===== src/rtl/aes_beat_ctrl.sv =====
// -----------------------------------------------------------------------------
// aes_beat_ctrl
//   I/O sequencer for an external AES-128 round core. A 128-bit block and key
//   arrive in BUS_W-bit beats (most-significant beat first). The core is then
//   started in encrypt or decrypt mode. Its result and final round key are
//   returned in beats over a valid/ready stream. The block supports
//   back-pressure on both streams, reuse of the previously loaded key, and a
//   sticky error flag when the core does not answer in time.
//
// Parameters
//   BUS_W    beat width: 32, 64 or 128 (BEATS = 128 / BUS_W)
//   TIMEOUT  number of cycles after core_start the core may take (1..1023)
//
// Ports
//   CLK, reset            clock; synchronous active-high reset
//   Start, Select         request pulse (IDLE only); 0 = encrypt, 1 = decrypt
//   key_keep              reuse the stored key and skip the key beats
//   in_valid/in_ready     input beat handshake for DATA and KEY
//   out_valid/out_ready   output beat handshake for Cipher_text and KEY10
//   busy, done, error     status: active, end-of-job pulse, sticky timeout
//   core_start/core_mode  start pulse and latched mode to the round core
//   core_block/core_key   assembled block and key registers
//   core_done, core_result, core_key_last   core completion and its outputs
// -----------------------------------------------------------------------------
module aes_beat_ctrl #(
  parameter int BUS_W   = 64,
  parameter int TIMEOUT = 31
) (
  input  logic             CLK,
  input  logic             reset,
  input  logic             Start,
  input  logic             Select,
  input  logic             key_keep,
  input  logic             in_valid,
  output logic             in_ready,
  input  logic [BUS_W-1:0] DATA,
  input  logic [BUS_W-1:0] KEY,
  output logic             out_valid,
  input  logic             out_ready,
  output logic [BUS_W-1:0] Cipher_text,
  output logic [BUS_W-1:0] KEY10,
  output logic             busy,
  output logic             done,
  output logic             error,
  output logic             core_start,
  output logic             core_mode,
  output logic [127:0]     core_block,
  output logic [127:0]     core_key,
  input  logic             core_done,
  input  logic [127:0]     core_result,
  input  logic [127:0]     core_key_last
);

  localparam int         BEATS     = 128 / BUS_W;
  localparam logic [2:0] LAST_BEAT = 3'(BEATS - 1);
  localparam logic [9:0] TO_LAST   = 10'(TIMEOUT - 1);

  typedef enum logic [1:0] {
    S_IDLE,
    S_LOAD,
    S_RUN,
    S_UNLOAD
  } state_t;

  state_t       state;
  logic [2:0]   beat_cnt;
  logic [9:0]   to_cnt;
  logic         keep_q;
  logic [127:0] res_sr;
  logic [127:0] kl_sr;

  logic in_fire;
  logic out_fire;

  // in_ready is only ever high in LOAD and out_valid only in UNLOAD, so the
  // handshakes need no extra state qualification.
  assign in_fire  = in_valid & in_ready;
  assign out_fire = out_valid & out_ready;

  // Output beats are always the top slice of the result shift registers.
  assign Cipher_text = res_sr[127 -: BUS_W];
  assign KEY10       = kl_sr[127 -: BUS_W];

  // NOTE: non-blocking assignments throughout, so every branch below reads
  // the pre-edge value of each register (e.g. core_start in the first RUN cycle).
  always_ff @(posedge CLK) begin
    if (reset) begin
      // NOTE: the wide data registers are reset as well: reset must discard a
      // partial load and clear the stored key that key_keep would reuse.
      state      <= S_IDLE;
      beat_cnt   <= '0;
      to_cnt     <= '0;
      keep_q     <= 1'b0;
      res_sr     <= '0;
      kl_sr      <= '0;
      in_ready   <= 1'b0;
      out_valid  <= 1'b0;
      busy       <= 1'b0;
      done       <= 1'b0;
      error      <= 1'b0;
      core_start <= 1'b0;
      core_mode  <= 1'b0;
      core_block <= '0;
      core_key   <= '0;
    end else begin
      done       <= 1'b0;
      core_start <= 1'b0;

      case (state)
        S_IDLE: begin
          if (Start) begin
            core_mode <= Select;
            keep_q    <= key_keep;
            error     <= 1'b0;
            beat_cnt  <= '0;
            in_ready  <= 1'b1;
            busy      <= 1'b1;
            state     <= S_LOAD;
          end
        end

        S_LOAD: begin
          if (in_fire) begin
            // Beats arrive MSB first, so each new beat enters at the LSB end.
            core_block <= (core_block << BUS_W) | 128'(DATA);
            if (!keep_q) begin
              core_key <= (core_key << BUS_W) | 128'(KEY);
            end
            if (beat_cnt == LAST_BEAT) begin
              in_ready   <= 1'b0;
              core_start <= 1'b1;
              to_cnt     <= '0;
              state      <= S_RUN;
            end else begin
              beat_cnt <= beat_cnt + 3'd1;
            end
          end
        end

        S_RUN: begin
          if (core_start) begin
            // First RUN cycle: a core_done seen alongside core_start belongs
            // to no request of ours and is dropped.
          end else if (core_done) begin
            res_sr    <= core_result;
            kl_sr     <= core_key_last;
            beat_cnt  <= '0;
            out_valid <= 1'b1;
            state     <= S_UNLOAD;
          end else if (to_cnt == TO_LAST) begin
            // TIMEOUT waiting cycles have elapsed with no answer.
            error <= 1'b1;
            busy  <= 1'b0;
            state <= S_IDLE;
          end else begin
            to_cnt <= to_cnt + 10'd1;
          end
        end

        S_UNLOAD: begin
          if (out_fire) begin
            res_sr <= res_sr << BUS_W;
            kl_sr  <= kl_sr << BUS_W;
            if (beat_cnt == LAST_BEAT) begin
              out_valid <= 1'b0;
              busy      <= 1'b0;
              done      <= 1'b1;
              state     <= S_IDLE;
            end else begin
              beat_cnt <= beat_cnt + 3'd1;
            end
          end
        end

        default: state <= S_IDLE;
      endcase
    end
  end

endmodule


===== config.mk =====
export PLATFORM = sky130hd
export DESIGN_NAME = aes_beat_ctrl
export DESIGN_NICKNAME = d
export VERILOG_FILES = /design/src/rtl/aes_beat_ctrl.sv
export SDC_FILE = /design/constraint.sdc
export NUM_CORES = 1
export LEC_CHECK = 0
export CELL_PAD_IN_SITES_DETAIL_PLACEMENT = 2
export CELL_PAD_IN_SITES_GLOBAL_PLACEMENT = 2
export CORE_MARGIN = 8
export CORE_UTILIZATION = 25
export DETAILED_ROUTE_END_ITERATION = 16
export PLACE_DENSITY_LB_ADDON = 0.1
export SLEW_MARGIN = 20
export SYNTH_ARGS = -nofsm -noshare
export SYNTH_HDL_FRONTEND = slang
export SYNTH_SLANG_ARGS = --single-unit
export TNS_END_PERCENT = 10

===== constraint.sdc =====
create_clock -name CLK -period 2.12 [get_ports CLK]
set_input_delay 0.212 -clock CLK [delete_from_list [all_inputs] [get_ports CLK]]
set_output_delay 0.212 -clock CLK [all_outputs]
set_load 0.01 [all_outputs]

# Yosys cells after proc, flatten, opt, wreduce, memory -nomap -nowiden
# Index checks and enable logic that the tools add are counted.
# op_classes
muxes	48
reduce_logical	19
bitwise_logic	9
addsub	2
n_eq_ne	16
# op_table
op	n
128-bit two-way mux	6
128-bit one-hot mux with 2 select lines	2
128-bit by 64-bit OR with 128-bit output	2
10-bit two-way mux	5
2-bit != test, second input constant	10
10-bit one-hot mux with 2 select lines	1
3-bit two-way mux	6
2-bit two-way mux	8
5-bit AND reduction	3
1-bit two-way mux	14
7-bit AND reduction	2
3-bit one-hot mux with 4 select lines	1
10-bit by 1-bit adder with 10-bit output, second input constant	1
10-bit by 5-bit equality test with 1-bit output, second input constant	1
2-bit one-hot mux with 4 select lines	1
4-bit AND reduction	2
2-bit nonzero test	4
1-bit one-hot mux with 2 select lines	3
6-bit AND reduction	1
3-bit OR reduction	2
1-bit NOT	5
2-bit equality test, second input constant	2
2-bit AND reduction	2
3-bit by 1-bit adder with 3-bit output, second input constant	1
8 further kinds	9
# totals
register_bits	535
word_cells	109

# Depth between registers and ports, before layout
# Gate-level depths: netlist (run 1).
# depth
word_depth	5
ltp_mapped	9
mapped_depth_nobuf	6

# Worst setup path after synthesis (run 1)
# No wires, ideal clock.
# synth_timing
path_type	register to register
from	register state[0]
to	register to_cnt[5]
period_less_slack_ps	1942
slack_ps	178
stages_incl_launch_ff	9
required_ps	2049
arrival_ps	1872
setup_ps	71
path_cell_list	dfxtp_1 inv_1 ha_1 buf_4 nor3b_4 o22ai_1 buf_2 or4_1 a21oi_1
# synth_via
elab_chain_cells	3
word_cells_on_any_way	10
cone_classes	eq/ne (7); mux (1); reduce/logical (2)
# synth_rtl
element	line_no	source
start, declared	65	state_t state;
start signal, assigned	90	state <= S_IDLE;
start signal, assigned	118	state <= S_LOAD;
start signal, assigned	133	state <= S_RUN;
2-bit equality test or 2-bit by 1-bit equality test with 1-bit output (tied branches)	109	case (state)
2-bit != test (no source line) or 2-bit nonzero test (tied branches)	-	
6-bit AND reduction (no source line)	-	
end signal, assigned	156	to_cnt <= to_cnt + 10'd1;
end, declared	67	logic [9:0] to_cnt;
# Parallel ways exist; a longest one is shown, timed or not.
# A chain may end at the register's enable or synchronous reset.

# Worst setup path in the final report (run 1)
# layout_timing
from	register state[0]
to	register kl_sr[90]
# layout_via
elab_chain_cells	3
word_cells_on_any_way	8
cone_classes	eq/ne (5); mux (1); reduce/logical (2)
# layout_rtl
element	line_no	source
2-bit equality test	109	
2-bit != test (no source line) or 2-bit nonzero test (tied branches)	-	
4-bit AND reduction (no source line)	-	
end signal, assigned	146	kl_sr <= core_key_last;
end signal, assigned	163	kl_sr <= kl_sr << BUS_W;
end, declared	70	logic [127:0] kl_sr;
# Parallel ways exist; a longest one is shown, timed or not.

==> flow_summary.ini, run 1 <==
[status]
outcome = complete, no violations

[sta]
worst_slew_pin_slew_ns = 0.617
max-slew-margin-rel_pct = 58.9
finalHoldViolCount = 0
setup_slack_ns = 0.0564
max_freq_ghz = 0.485
final.setup.tns_ns = 0
slew_violations = 0
worst_clock_skew_ns = 0.0277
finalCritPeriodShare_pct = 97.3
rsz0062_at_grt = yes
period_minus_slack_ns = 2.06
finalSetupViolations = 0

[critical_path]
crit_arrival_ns = 2.54
crit_family = buffers and inverters
critical_path_class = reg2reg
timing.critical_path.mode_cell = buf_4
cp.required_ns = 2.59
critPathMaxStageDelay_ns = 0.32
end_kind = flip-flop
critical_path.max_fanout = 57
slowest_stage = dfxtp_2
path_buf_inv = 4
start_kind = flip-flop
path_cells = buf_4 -> ha_4 -> a21boi_1 -> buf_4 -> a211oi_4 -> buf_6 -> buf_12 -> nor2_1 -> a211oi_1

[power]
internal-power_mw = 22.3
p_switching_mw = 10.1
comb_power_share_pct = 27.7
p_seq_share_pct = 37.5
p_leak_nw = 10.4
p_per_area_nw_per_um2 = 1000
p_total_mw = 32.4
pwr-share-clk_pct = 34.8
p_sw_share_pct = 31.1
ir_drop_v = 0.000550

[routing]
via_per_inst = 4.72
wire_per_inst_um = 22.9
vias = 20730
drtIter0Drc = 779
drt-pass1-iter-count = 4
ant_nets = 0
drc = 0
drt_wl_total_um = 100000

[min_path]
hold_path_class = in2reg

[global_routing]
grt_pass1_vias = 22578
grt_max_degree = 129
antenna_found_initial = 35
gr-total-overflow = 0
grt_util_all_layers_pct = 19.9
grt_pass1_wl_um = 146000

[yosys]
synthArstFlopShare_pct = 0
postSynthCellCount = 2555
synthesis.nets = 2956
avgSynthCellArea_um2 = 8.32
netlist_area_um2 = 21300
seq_area_frac_synth_pct = 50.4
ys_ff_latch = 535
yosys_warnings = 0
synth.distinct_cells = 51
synth_flop_cell = dfxtp_1
synth_edf_count = 0

[clock_network]
clk_pin_slew_worst_paths_ns = 0.05
cts_buffers = 69
cts.root.buffer_cell = clkbuf_16
clock-sinks = 535
cts_tree = done
clkLatencyLatePin_ns = 0.59
clockBufferDepth = 3
htree_levels = 3

[place]
place_hpwl_um = 74000
numPortBuffers = 782
dp_slack_ns = -0.169
place_congestion = 0.804

[floorplan]
die_h_um = 308
die_w_um = 308
die_area_um2 = 94600
pin_count = 783
core_um2 = 84700
std_cell_rows = 107
initial_core_util_pct = 25.1

[finish]
fill_cells = 9330
layout_common_cells = clkdlybuf4s50_1, nand2_1, dfxtp_1, a21oi_1
area_growth_pct = 52.3
mostFrequentLayoutCell = clkdlybuf4s50_1
drive_above_1_share_pct = 7.37
fin_nets = 3571

[flow_run]
drv_cap = 0
[final cells by class]
type	count	area (um^2)	share of cell area [%]
Timing Repair Buffer	878	9090	28.1
Clock buffer	105	2000	6.19
Multi-Input combinational cell	1675	8890	27.5
Clock inverter	10	114	0.352
Antenna cell	32	80.1	0.247
Tap cell	1144	1430	4.42
Inverter	11	43.8	0.135
Sequential cell	535	10700	33.1
[power groups by stage]
| stage | Sequential (mW) | Combinational [mW] | Clock [mW] |
|---|---|---|---|
| 6_report | 12.1 | 8.98 | 11.3 |
| 3_5_place_dp | 12.4 | 8.83 | 0 |
| 4_1_cts | 12.2 | 8.90 | 11.7 |
| 3_3_place_gp | 12.3 | 8.54 | 0 |
| 2_1_floorplan | 12.2 | 4.96 | 0 |
| 5_1_grt | 12.3 | 9.74 | 12.1 |
[final timing paths]
| kind | start | to | slack, ns | cells after the start |
|---|---|---|---|---|
| setup / recovery | state[0]$_SDFFE_PP0P_ | kl_sr[90]$_SDFFE_PP0P_ | 0.06 | 9 |
| hold / removal | KEY[2] | core_key[2]$_SDFFE_PP0P_ | 0.17 | 3 |
| setup reg to reg | state[0]$_SDFFE_PP0P_ | kl_sr[90]$_SDFFE_PP0P_ | 0.06 | 9 |
| hold reg to reg | core_block[38]$_SDFFE_PP0P_ | core_block[102]$_SDFFE_PP0P_ | 0.45 | 2 |
[worst register-to-register path: stages, from the launching register on]
cell      delay [ns]
dfxtp_2         0.32
buf_4           0.13
ha_4            0.17
a21boi_1        0.13
buf_4           0.17
a211oi_4        0.21
buf_6           0.19
buf_12          0.24
nor2_1          0.10
a211oi_1        0.29
[flip-flops by register name (all words and copies together), names as in the netlist]
signal      cells
core_start      1
done            1
out_valid       1
in_ready        1
keep_q          1
busy            1
core_key      128
core_block    128
beat_cnt        3
state           2
to_cnt         10
error           1
res_sr        128
core_mode       1
kl_sr         128
[kinds of logic (layout without fill, tap and decap cells)]
kind of cell | Yosys count | in the layout | synth area share (%)
AND/OR/NAND/NOR | 967 | 967 | 18.6
AO/OA/AOI/OAI | 569 | 569 | 15.4
flip-flops | 535 | 535 | 50.4
buffers and inverters | 345 | 1004 | 8.85
multiplexers | 130 | 130 | 6.13
adder cells (fa/ha/maj) | 9 | 9 | 0.530
other | 0 | 32 | 0
[layer usage]
metal | wire (um) | GRT usage (%)
met1 | 37000 | 20.6
met2 | 51900 | 36.4
met3 | 8050 | 7.48
met4 | 3430 | 7.62
met5 | 21 | 0
[through the flow]
step / instance area [um^2] / instances / hold slack [ns] / util (%)
4_1_cts: 32000 / 4352 / 0.124 / 37.8
3_5_place_dp: 29900 / 4236 / 0.449 / 35.3
3_3_place_gp: 29900 / 4236 / 0.439 / 35.3
6_report: 32400 / 4390 / 0.173 / 38.2
5_1_grt: 32300 / 4379 / 0.137 / 38.2
2_1_floorplan: 21300 / 2555 / 0.348 / -
[timing repair]
action,in CTS,in global routing
hold buffers,1,0
hold endpoints to repair,15,0
gates cloned,0,2
pin swaps,0,10
setup endpoints to repair,104,289
setup buffers,0,4
gates resized for setup,3,42
[synth_stat cells (2+ instances only)]
| cell | instances | share of area [%] |
|---|---|---|
| nand2_1 | 649 | 11 |
| dfxtp_1 | 535 | 50 |
| a21oi_1 | 400 | 9.4 |
| clkbuf_1 | 151 | 2.7 |
| buf_4 | 146 | 5.2 |
| nor2_1 | 136 | 2.4 |
| nand3_1 | 135 | 3.2 |
| a211oi_1 | 129 | 4.6 |
| mux2i_1 | 129 | 6.1 |
| buf_2 | 31 | 0.73 |
| inv_1 | 11 | 0.19 |
| ha_1 | 9 | 0.53 |
| o31ai_1 | 9 | 0.32 |
| or4_1 | 9 | 0.32 |
| nand2b_1 | 7 | 0.21 |
| buf_1 | 6 | 0.11 |
| nor3_1 | 6 | 0.14 |
| o21ai_0 | 6 | 0.14 |
| nand4_1 | 4 | 0.12 |
| a31oi_1 | 3 | 0.088 |
| and3_1 | 3 | 0.088 |
| and4_1 | 3 | 0.12 |
| nor4_1 | 3 | 0.088 |
| a211o_1 | 2 | 0.082 |
| a311o_1 | 2 | 0.094 |
| a41oi_1 | 2 | 0.082 |
| nor2b_1 | 2 | 0.059 |
| nor3b_1 | 2 | 0.071 |
| o21bai_1 | 2 | 0.071 |
| o41ai_1 | 2 | 0.082 |
(Power assumes the default switching activity.)
==> run 2: changes to the inputs <==
--- a/config.mk
+++ b/config.mk
@@ -7,9 +7,10 @@
 export LEC_CHECK = 0
 export CELL_PAD_IN_SITES_DETAIL_PLACEMENT = 2
 export CELL_PAD_IN_SITES_GLOBAL_PLACEMENT = 2
-export CORE_MARGIN = 8
-export CORE_UTILIZATION = 25
+export CORE_AREA = 3 3 305 307
+export CTS_CLUSTER_SIZE = 40
 export DETAILED_ROUTE_END_ITERATION = 16
+export DIE_AREA = 0 0 308 310
 export PLACE_DENSITY_LB_ADDON = 0.1
 export SLEW_MARGIN = 20
 export SYNTH_ARGS = -nofsm -noshare
==> flow_summary.ini, run 2 (synthesis gave the netlist of run 1 again) <==
[power]
p_sw_share_pct = 30.6
p_seq_share_pct = 36.9
p_total_mw = 32.9
comb_power_share_pct = 27.2
pwr-share-clk_pct = 36.0
ir_drop_v = 0.000529
p_switching_mw = 10.1
internal-power_mw = 22.8
p_per_area_nw_per_um2 = 1020
p_leak_nw = 10.5

[sta]
slew_violations = 0
worst_slew_pin_slew_ns = 0.578
max_freq_ghz = 0.487
rsz0062_at_grt = yes
max-slew-margin-rel_pct = 61.4
period_minus_slack_ns = 2.05
finalHoldViolCount = 0
worst_clock_skew_ns = 0.0269
finalSetupViolations = 0
finalCritPeriodShare_pct = 96.9

[global_routing]
antenna_found_initial = 30
grt_util_all_layers_pct = 19.7
grt_max_degree = 105
grt_pass1_vias = 22446
gr-total-overflow = 0
grt_pass1_wl_um = 143000

[clock_network]
clk_pin_slew_worst_paths_ns = 0.06
cts.root.buffer_cell = clkbuf_16
cts_tree = done
clock-sinks = 535
cts_buffers = 69
clockBufferDepth = 3
clkLatencyLatePin_ns = 0.60
htree_levels = 3

[routing]
via_per_inst = 4.69
drtIter0Drc = 865
ant_nets = 0
drt-pass1-iter-count = 4
drt_wl_total_um = 98900
vias = 20607
wire_per_inst_um = 22.5
drc = 0

[finish]
postLayoutCoreUtil_pct = 35.9
layout_common_cells = clkdlybuf4s50_1, nand2_1, dfxtp_1, a21oi_1
mostFrequentLayoutCell = clkdlybuf4s50_1
design_area_um2 = 32400
area_growth_pct = 52.5
drive_above_1_share_pct = 6.37
fill_cells = 9963
seq_area_um2 = 10700
fin_nets = 3559
multi_input_area_um2 = 8770

[min_path]
hold_path_class = in2reg

[critical_path]
path_buf_inv = 4
end_kind = flip-flop
crit_family = buffers and inverters
start_kind = flip-flop
critical_path.max_fanout = 32
critical_path_class = reg2reg
critPathMaxStageDelay_ns = 0.35
path_cells = ha_4 -> a21boi_1 -> buf_4 -> a211oi_4 -> buf_4 -> buf_16 -> buf_16 -> nor2_1 -> a211oi_1
crit_arrival_ns = 2.54
cp.required_ns = 2.61
slowest_stage = dfxtp_2

[place]
placed_cell_area_um2 = 29800
numPortBuffers = 782
place_hpwl_um = 71500
place_congestion = 0.783

[floorplan]
die_area_um2 = 95500
std_cell_rows = 110
initial_core_util_pct = 23.5
die_w_um = 308
die_h_um = 310
pin_count = 783
core_um2 = 90300

[status]
outcome = complete, no violations

[flow_run]
drv_cap = 0
## run 2: path summary, 6_finish.rpt
| kind | from | end | slack, ns | depth (start not counted) |
|---|---|---|---|---|
| hold / removal | DATA[19] | core_block[19]$_SDFFE_PP0P_ | 0.16 | 3 |
| setup / recovery | state[1]$_SDFFE_PP0P_ | kl_sr[72]$_SDFFE_PP0P_ | 0.07 | 9 |
| hold reg to reg | core_block[113]$_SDFFE_PP0P_ | core_block[113]$_SDFFE_PP0P_ | 0.45 | 2 |
| setup reg to reg | state[1]$_SDFFE_PP0P_ | kl_sr[72]$_SDFFE_PP0P_ | 0.07 | 9 |
## run 2: final cells by class
class,count,share of cell area (%)
diodes,21,0.162
flip-flops and latches,535,33.1
clock buffers,102,6.15
inverters,11,0.135
repair buffers,866,28.1
multi-input cells,1675,27.1
well taps,1176,4.54
clock inverters,12,0.760
## run 2: power groups by stage
stage               logic [mW]  clock network [mW]  registers (mW)
finish                    8.94                11.8            12.1
CTS                       9.04                12.3            12.2
floorplan                 4.96                   0            12.2
global placement          8.36                   0            12.3
global route              9.75                12.7            12.3
detailed placement        8.66                   0            12.4
## run 2: tightest hold or removal path: cells and delay by family
family                 cells  cell delay [ns]
buffers and inverters      1             0.40
and+or+nand+nor            1             0.05
AOI/OAI and AO/OA          1             0.05
## run 2: repair_timing
action / 4_1_cts / 5_1_grt
pin swaps: 1 / 1
gates resized for setup: 8 / 15
gates cloned: 5 / 1
hold buffers: 1 / 0
endpoints found under the hold margin: 21 / 0
setup endpoints to repair: 70 / 96
buffers inserted: 1 / 0
## run 2: layer usage
metal	up-vias	track usage [%]	wire, um
met2	523	36.0	51300
met4	16	7.85	3680
met3	166	6.81	7180
met1	10167	20.7	36600
met5	-	0	109
li1	9735	-	-
## run 2: metrics by stage
step	hold slack (ns)	cells	TNS, ns	setup WS (ns)
global placement	0.438	4255	-8.38	-0.120
detailed placement	0.448	4255	-17.18	-0.208
finish	0.157	4398	0	0.0657
global route	0.125	4392	-2.08	-0.0623
CTS	0.116	4376	0	0.0177
floorplan	0.348	2555	0	0.178
==> run 3: changes to the inputs <==
--- a/config.mk
+++ b/config.mk
@@ -12,6 +12,7 @@
 export DETAILED_ROUTE_END_ITERATION = 16
 export DIE_AREA = 0 0 308 310
 export PLACE_DENSITY_LB_ADDON = 0.1
+export SKIP_LAST_GASP = 1
 export SLEW_MARGIN = 20
 export SYNTH_ARGS = -nofsm -noshare
 export SYNTH_HDL_FRONTEND = slang
==> flow_summary.ini, run 3 (synthesis gave the netlist of run 1 again) <==
[sta]
worst_clock_skew_ns = 0.0271
finalSetupViolations = 0
finalHoldViolCount = 0
finalCritPeriodShare_pct = 98.9
max_freq_ghz = 0.477
max-slew-margin-rel_pct = 61.1
period_minus_slack_ns = 2.10
slew_violations = 0
worst_slew_pin_slew_ns = 0.583
rsz0062_at_grt = yes

[place]
numPortBuffers = 782
place_congestion = 0.783
place_hpwl_um = 71500

[critical_path]
cp.required_ns = 2.60
end_kind = flip-flop
critical_path.max_fanout = 4
crit_arrival_ns = 2.58
start_kind = flip-flop
critical_path_class = reg2reg

[routing]
vias = 20592
wire_per_inst_um = 22.5
ant_nets = 0
via_per_inst = 4.68
drt-pass1-iter-count = 4
drc = 0
drt_wl_total_um = 99000
drtIter0Drc = 824

[power]
p_per_area_nw_per_um2 = 1020
p_total_mw = 32.9
ir_drop_v = 0.000528
p_leak_nw = 10.4

[clock_network]
clock-sinks = 535
clockBufferDepth = 3
cts_buffers = 69
htree_levels = 3
clk_pin_slew_worst_paths_ns = 0.06
cts_tree = done
clkLatencyLatePin_ns = 0.60
cts.root.buffer_cell = clkbuf_16

[global_routing]
grt_pass1_vias = 22446
grt_util_all_layers_pct = 19.7
grt_pass1_wl_um = 143000
gr-total-overflow = 0
grt_max_degree = 105
antenna_found_initial = 30

[finish]
layout_common_cells = clkdlybuf4s50_1, nand2_1, dfxtp_1, a21oi_1
area_growth_pct = 52.4
fin_nets = 3560
drive_above_1_share_pct = 6.15
mostFrequentLayoutCell = clkdlybuf4s50_1
postLayoutCoreUtil_pct = 35.9

[floorplan]
std_cell_rows = 110
core_um2 = 90300
die_w_um = 308
initial_core_util_pct = 23.5
die_area_um2 = 95500
pin_count = 783
die_h_um = 310

[status]
outcome = complete, no violations

[flow_run]
drv_cap = 0

[min_path]
hold_path_class = in2reg
## run 3: area by class of cell
type / instances / area, um^2
Fill cell: 9967 / 57900
Sequential cell: 535 / 10700
Timing Repair Buffer: 867 / 9130
Multi-Input combinational cell: 1675 / 8730
Clock buffer: 102 / 1990
Tap cell: 1176 / 1470
Clock inverter: 12 / 246
Antenna cell: 22 / 55.1
Inverter: 11 / 43.8
## run 3: through the flow
| stage | area [um^2] | TNS (ns) | hold WS [ns] | std cells | worst slack [ns] |
|---|---|---|---|---|---|
| after floorplan | 21300 | 0 | 0.348 | 2555 | 0.178 |
| after global placement | 29800 | -8.38 | 0.438 | 4255 | -0.120 |
| after detailed placement | 29800 | -17.18 | 0.448 | 4255 | -0.208 |
| after CTS | 32300 | -0.0409 | 0.116 | 4376 | -0.0409 |
| after global routing | 32400 | -1.84 | 0.125 | 4393 | -0.0788 |
| final | 32400 | 0 | 0.157 | 4400 | 0.0227 |
## run 3: final timing paths
check / start / to / slack [ns] / depth (start not counted)
setup / recovery: to_cnt[0]$_SDFFE_PP0P_ / state[1]$_SDFFE_PP0P_ / 0.02 / 6
hold / removal: DATA[19] / core_block[19]$_SDFFE_PP0P_ / 0.16 / 3
setup reg to reg: to_cnt[0]$_SDFFE_PP0P_ / state[1]$_SDFFE_PP0P_ / 0.02 / 6
hold reg to reg: core_block[113]$_SDFFE_PP0P_ / core_block[113]$_SDFFE_PP0P_ / 0.45 / 2
## run 3: timing repair
action | in CTS | in global routing
resized for setup | 7 | 5
hold endpoints to repair | 21 | 0
buffers inserted | 1 | 0
pin swaps | 1 | 0
hold buffers | 1 | 0
cloned | 5 | 2
endpoints found under the setup margin | 70 | 96
## run 3: per-layer routing
metal  wire length, um  vias to the layer above  part of all wire (%)  track usage, %
li1                  -                     9740                     -               -
met1             37100                    10153                    37            20.7
met2             51200                      524                    52            36.0
met3              7150                      159                   7.2            6.81
met4              3500                       16                   3.5            7.85
met5               109                        -                  0.11               0
## run 3: power by group
group	leakage, nW	internal, mW	switching [mW]
Sequential	4.32	11.3	0.787
Clock	1.08	7.22	4.63
Combinational	5.03	4.28	4.68
## run 3: critical path, cell delays in order, from the launching register on
cell and delay [ns]:
dfxtp_1 0.34, inv_1 0.15, ha_1 0.21, or4b_1 0.53
o41ai_1 0.44, and4_1 0.26, nor3_1 0.05
